===== config.mk =====
export PLATFORM = sky130hd
export DESIGN_NAME = ring_token_pass
export DESIGN_NICKNAME = d
export VERILOG_FILES = /design/src/rtl/ring_token_pass.sv
export SDC_FILE = /design/constraint.sdc
export NUM_CORES = 1
export LEC_CHECK = 0
export CORE_MARGIN = 4
export CORE_UTILIZATION = 50
export CTS_BUF_LIST = sky130_fd_sc_hd__clkbuf_16
export CTS_CLUSTER_SIZE = 14
export DETAILED_ROUTE_END_ITERATION = 10
export MAX_ROUTING_LAYER = met4
export PLACE_DENSITY_LB_ADDON = 0.25
export SYNTH_ARGS = -nofsm -noshare
export SYNTH_HDL_FRONTEND = slang
export SYNTH_SLANG_ARGS = --single-unit

===== constraint.sdc =====
create_clock -name clk -period 2 [get_ports clk]
set_clock_uncertainty 0.2 [all_clocks]
set_input_delay 0.2 -clock clk [delete_from_list [all_inputs] [get_ports clk]]
set_output_delay 0.2 -clock clk [all_outputs]
set_load 0.05 [all_outputs]

===== src/rtl/ring_token_pass.sv =====
// Active side of the ring protocol: circulates one token over K stations,
// retransmitting after a timeout when the channel drops it.
module ring_token_pass #(
    parameter int K        = 8,
    parameter int LAT      = 2,
    parameter int TIMEOUT  = 4,
    parameter int MAX_RETX = 3
) (
    input  logic       clk,
    input  logic       reset,
    input  logic       hold,
    input  logic       loss,
    output logic       send,
    output logic [5:0] holder,
    output logic       hop,
    output logic       retx,
    output logic       round_done,
    output logic       stable,
    output logic       fail
);

    // state | meaning
    // INIT  | single cycle after reset release
    // SEND  | token ready; sends this cycle unless hold
    // WAIT  | token in flight; timer runs to delivery or timeout
    // FAIL  | too many consecutive retransmissions; terminal until reset
    localparam logic [1:0] ST_INIT = 2'd0;
    localparam logic [1:0] ST_SEND = 2'd1;
    localparam logic [1:0] ST_WAIT = 2'd2;
    localparam logic [1:0] ST_FAIL = 2'd3;

    localparam int TW = $clog2(TIMEOUT + 1);
    localparam int RW = (MAX_RETX < 2) ? 1 : $clog2(MAX_RETX + 1);

    logic [1:0]    state;
    logic [TW-1:0] timer;
    logic          lost;
    logic [RW-1:0] retry_cnt;
    logic [6:0]    clean_cnt;

    logic          wrap;
    logic [5:0]    holder_nxt;
    logic [RW-1:0] retry_nxt;
    logic [6:0]    clean_nxt;

    assign send       = (state == ST_SEND) && !hold;
    assign wrap       = (holder == 6'(K - 1));
    assign holder_nxt = wrap ? 6'd0 : holder + 6'd1;
    assign retry_nxt  = retry_cnt + RW'(1);
    assign clean_nxt  = (clean_cnt == 7'(K)) ? clean_cnt : clean_cnt + 7'd1;

    // The timer is loaded with the full wait (LAT or TIMEOUT, chosen by the
    // captured loss) and counts down; terminal count 1 marks the last cycle.
    always_ff @(posedge clk or posedge reset) begin
        if (reset) begin
            state      <= ST_INIT;
            holder     <= 6'd0;
            hop        <= 1'b0;
            retx       <= 1'b0;
            round_done <= 1'b0;
            stable     <= 1'b0;
            fail       <= 1'b0;
            timer      <= '0;
            lost       <= 1'b0;
            retry_cnt  <= '0;
            clean_cnt  <= 7'd0;
        end else begin
            hop        <= 1'b0;
            retx       <= 1'b0;
            round_done <= 1'b0;
            case (state)
                ST_INIT: state <= ST_SEND;
                ST_SEND: begin
                    if (!hold) begin
                        lost  <= loss;
                        timer <= loss ? TW'(TIMEOUT) : TW'(LAT);
                        state <= ST_WAIT;
                    end
                end
                ST_WAIT: begin
                    if (timer == TW'(1)) begin
                        timer <= '0;
                        if (!lost) begin
                            holder     <= holder_nxt;
                            hop        <= 1'b1;
                            round_done <= wrap;
                            retry_cnt  <= '0;
                            clean_cnt  <= clean_nxt;
                            if (clean_nxt == 7'(K))
                                stable <= 1'b1;
                            state <= ST_SEND;
                        end else begin
                            retx      <= 1'b1;
                            clean_cnt <= 7'd0;
                            stable    <= 1'b0;
                            retry_cnt <= retry_nxt;
                            if (retry_nxt == RW'(MAX_RETX)) begin
                                fail  <= 1'b1;
                                state <= ST_FAIL;
                            end else begin
                                state <= ST_SEND;
                            end
                        end
                    end else begin
                        timer <= timer - TW'(1);
                    end
                end
                ST_FAIL: state <= ST_FAIL;
                default: state <= ST_INIT;
            endcase
        end
    end

endmodule


==> metrics.md <==
| Metric | Value |
|---|---|
| Combinational family with the most area after synthesis | simple AND/OR/NAND/NOR gates |
| Antenna Cells | 0 |
| Least-Margin Pin Slew | around 0.52 ns |
| Static Leakage | roughly 0.77 nW |
| Final Util | about 68% |
| Critical path data required time | 2.00 ns |
| Type of element launching the critical path | flop |
| Ratio of routed vias to standard cells | about 6.0 |
| Count of pins on the block boundary | 16 |
| Global-route usage over all layers | between 10% and 20% |
| Reg area | about 650 um2 |
| Main synth FF type | dfrtp_1 |
| Average instance area after synthesis | a little over 10 um2 |
| Ys Warns | 0 |
| Total clock buffers created by CTS | 3 |
| Cell type with the highest aggregate area in the netlist | dfrtp_1 |
| Share of the synthesized area in compound gates (AO/OA/AOI/OAI) | around 17% |
| CTS tree | done |
| Top-count cell post-synth | dfrtp_1 |
| Multiplexer fraction of the synthesized cell area | about 2.3% |
| Overall via count from detail_route | 1129 |
| Number of clock sinks | 26 |
| Worst Slack Setup Final | 0.08222 ns |
| Delay contributed by the slowest stage of the critical path | about 0.42 ns |
| Fraction of the yosys area taken by sequential cells | 47.10% |
| Max Cap Viol | 0 |
| Fraction of synthesis flops using an asynchronous set or reset pin | 100.0% |
| Slowest stage cell, crit path | dfrtp_2 |
| Peak supply drop | a little under 900 uV |
| Post-synthesis net count | 145 |
| Total setup violations reported at the end of the flow | 0 |
| Buffers on Ports | 15 |
| Critical path data arrival time | roughly 1.9 ns |
| RePlAce Congestion | 0.9462 |
| Clock latency on the worst-skew pair | about 0.26 ns |
| Post-detailed-route count of antenna-violating nets | 0 |
| Clock root buffer | clkbuf_16 |
| Number of placement rows | 18 |
| Final cell count without fillers | 187 |
| Simple-gate share of the synthesized area | 20.20% |
| Number of H-tree branching levels | 1 |
| Vias in the first global route | between 1000 and 1500 |
| Number of hold buffers added after CTS | 0 |
| Parity-gate share of the synthesized area counting xor and xnor cells | ~3.8% |
| Syn-to-layout area delta | 25.18% |
| Cell breakdown of the critical path | inv_1 -> ha_1 -> nor4b_4 -> buf_4 -> a211o_1 -> nor4_2 -> a21o_1 |
| Result of the run | complete, no violations |
| Maximum number of pins on one net before global-route repair | 27 |
| Pwr dens | approximately 1200 nW/um2 |
| Die extent in x | a little over 60 um |
| Fraction of synthesized cell area taken by the top area cell type | between 40% and 50% |
| Class of the tightest hold or removal check | in2async |
| Number of buffers on the longest clock path | 2 |
| Residual DRC count | 0 |
| Core area | about 2500 um2 |
| Most frequent cells after synthesis | dfrtp_1, inv_1, nand2_1 |
| Filler Cells Inserted | between 200 and 250 |
| Layout Nets | about 170 |
| Full die area | between 3000 and 4000 um2 |
| Grt total ovfl | 0 |
| Largest cells by area after synthesis | dfrtp_1, ha_1, xnor2_1, o21ai_0, inv_1 |
| Cell count after placement | 180 |
| Antenna violations before repair | 0 |
| Total half-perimeter wirelength after legalization and detailed placement | between 1.5 and 2 mm |
| Synth unique cells | 43 |
| Floorplan die height | approximately 61 um |
| Final Hold Violating Endpoints | 0 |
| Hold slack final | between 0.1 and 0.15 ns |
| Fmax | approximately 0.52 GHz |
| Synthesized netlist cell count | 135 |
| Effective utilization at floorplan | between 50 and 60% |
| 1st-pass router iterations | 4 |
| Worst rel slew slack | 65.46% |
| Final Critical Period | between 1.5 and 2 ns |
| Routed wire length per instance | 15.40 um |
| Power Total | just over 0.002 W |
| Number of enable flip-flop cells after synthesis | 0 |
| Highest fanout seen on the critical path | 7 |
| Cell Area, Synth | 1381 um2 |
| Worst Path Class, Setup | reg2reg |
| Critical Path End Type | flop |
| Clock slew at reported path FFs | 0.07 ns |
| Number of DRC markers in iteration 0 | 39 |
| Minimum setup slack after placement | around 0.058 ns |
| Arithmetic-cell share of the synthesized area counting full adders, half adders and majority gates | ~5.4% |
| Final critical-path share of the clock period | 95.89% |
| Global-route wire length before repair | between 4 and 5 mm |
| Overall routed net length | about 2.9 mm |
| Share of cells above drive strength 1 | between 10% and 20% |
| #FFs+latches synth | 26 |
| Final-report max-slew violation count | 0 |
| Area occupied by multi-input gates | around 690 um2 |
## report_power, final
group / total [W] / leakage [nW] / internal, W / switching, W
Clock: 0.000582 / 0.0511 / 0.000398 / 0.000183
Sequential: 0.000784 / 0.342 / 0.000636 / 0.000149
Combinational: 0.000682 / 0.372 / 0.000306 / 0.000376
## metal layers
| layer | track usage, % | vias to the layer above | wire length [um] |
|---|---|---|---|
| met2 | 29.62 | 27 | 1470 |
| met1 | 21.82 | 557 | 1232 |
| met4 | 4.644 | 0 | 27 |
| met5 | - | - | 0 |
| met3 | 3.191 | 5 | 150 |
| li1 | - | 540 | - |
## metrics by stage
| step | cell area (um2) | setup TNS [ns] |
|---|---|---|
| after global routing | 1729 | -0.008341 |
| after detailed placement | 1584 | 0 |
| after global placement | 1584 | 0 |
| after floorplan | 1381 | 0 |
| final | 1729 | 0 |
| after CTS | 1689 | 0 |
## critical path: cells and delay by family (launching register included)
kind,cells,cell delay [ns]
fa+ha+maj,1,0.20
buf+inv,2,0.25
simple gates,2,0.35
compound gates,2,0.45
flops,1,0.42
## sequential cells by signal, indices dropped and copies added (netlist names), 2 cells and up
name / cells
clean_cnt: 7
holder: 6
retry_cnt: 2
timer: 3
state: 2
## logic make-up (layout without fill, tap and decap cells)
family / Yosys count / after routing
compound gates: 35 / 35
xor+xnor: 6 / 6
fa+ha+maj: 6 / 6
buf+inv: 13 / 35
flops: 26 / 26
mux: 3 / 3
simple gates: 46 / 46
## final cells by class
class	instances	area share [%]
Multi-Input combinational cell	96	40.01
Sequential cell	26	37.70
Timing Repair Buffer	21	11.87
Clock buffer	3	4.342
Inverter	10	2.171
Tap cell	30	2.171
Clock inverter	1	1.737
## layout by cell type, fill, tap and decap left out, types with 2 or more instances in the layout
cell type,instances
nor3_1,3
o21ai_0,8
a21o_1,2
a21oi_1,5
ha_1,6
nor2b_1,2
nor2_1,6
mux2i_1,2
clkbuf_16,3
xnor2_1,6
dfrtp_1,25
nand2b_1,2
nand4_1,2
nand2_1,10
and3_1,2
o22ai_1,2
clkdlybuf4s50_1,14
inv_1,10
a211oi_1,4
buf_4,6
nand3_1,6
o31ai_1,5
## final timing paths
path                       cells after the start           end  slack (ns)         start
max                                            7  clean_cnt[5]        0.08  clean_cnt[1]
min                                            3     holder[0]        0.10         reset
max reg2reg                                    7  clean_cnt[5]        0.08  clean_cnt[1]
min reg2reg                                    1          fail        0.28          fail
max in group asynchronous                      3  clean_cnt[1]        1.23         reset
min in group clk                               1          fail        0.28          fail
## timing repair
action,in CTS,in global routing
gates resized for setup,0,4
setup endpoints to repair,0,10
buffers inserted,0,3
Note: power is estimated with default switching activity, not from simulation.
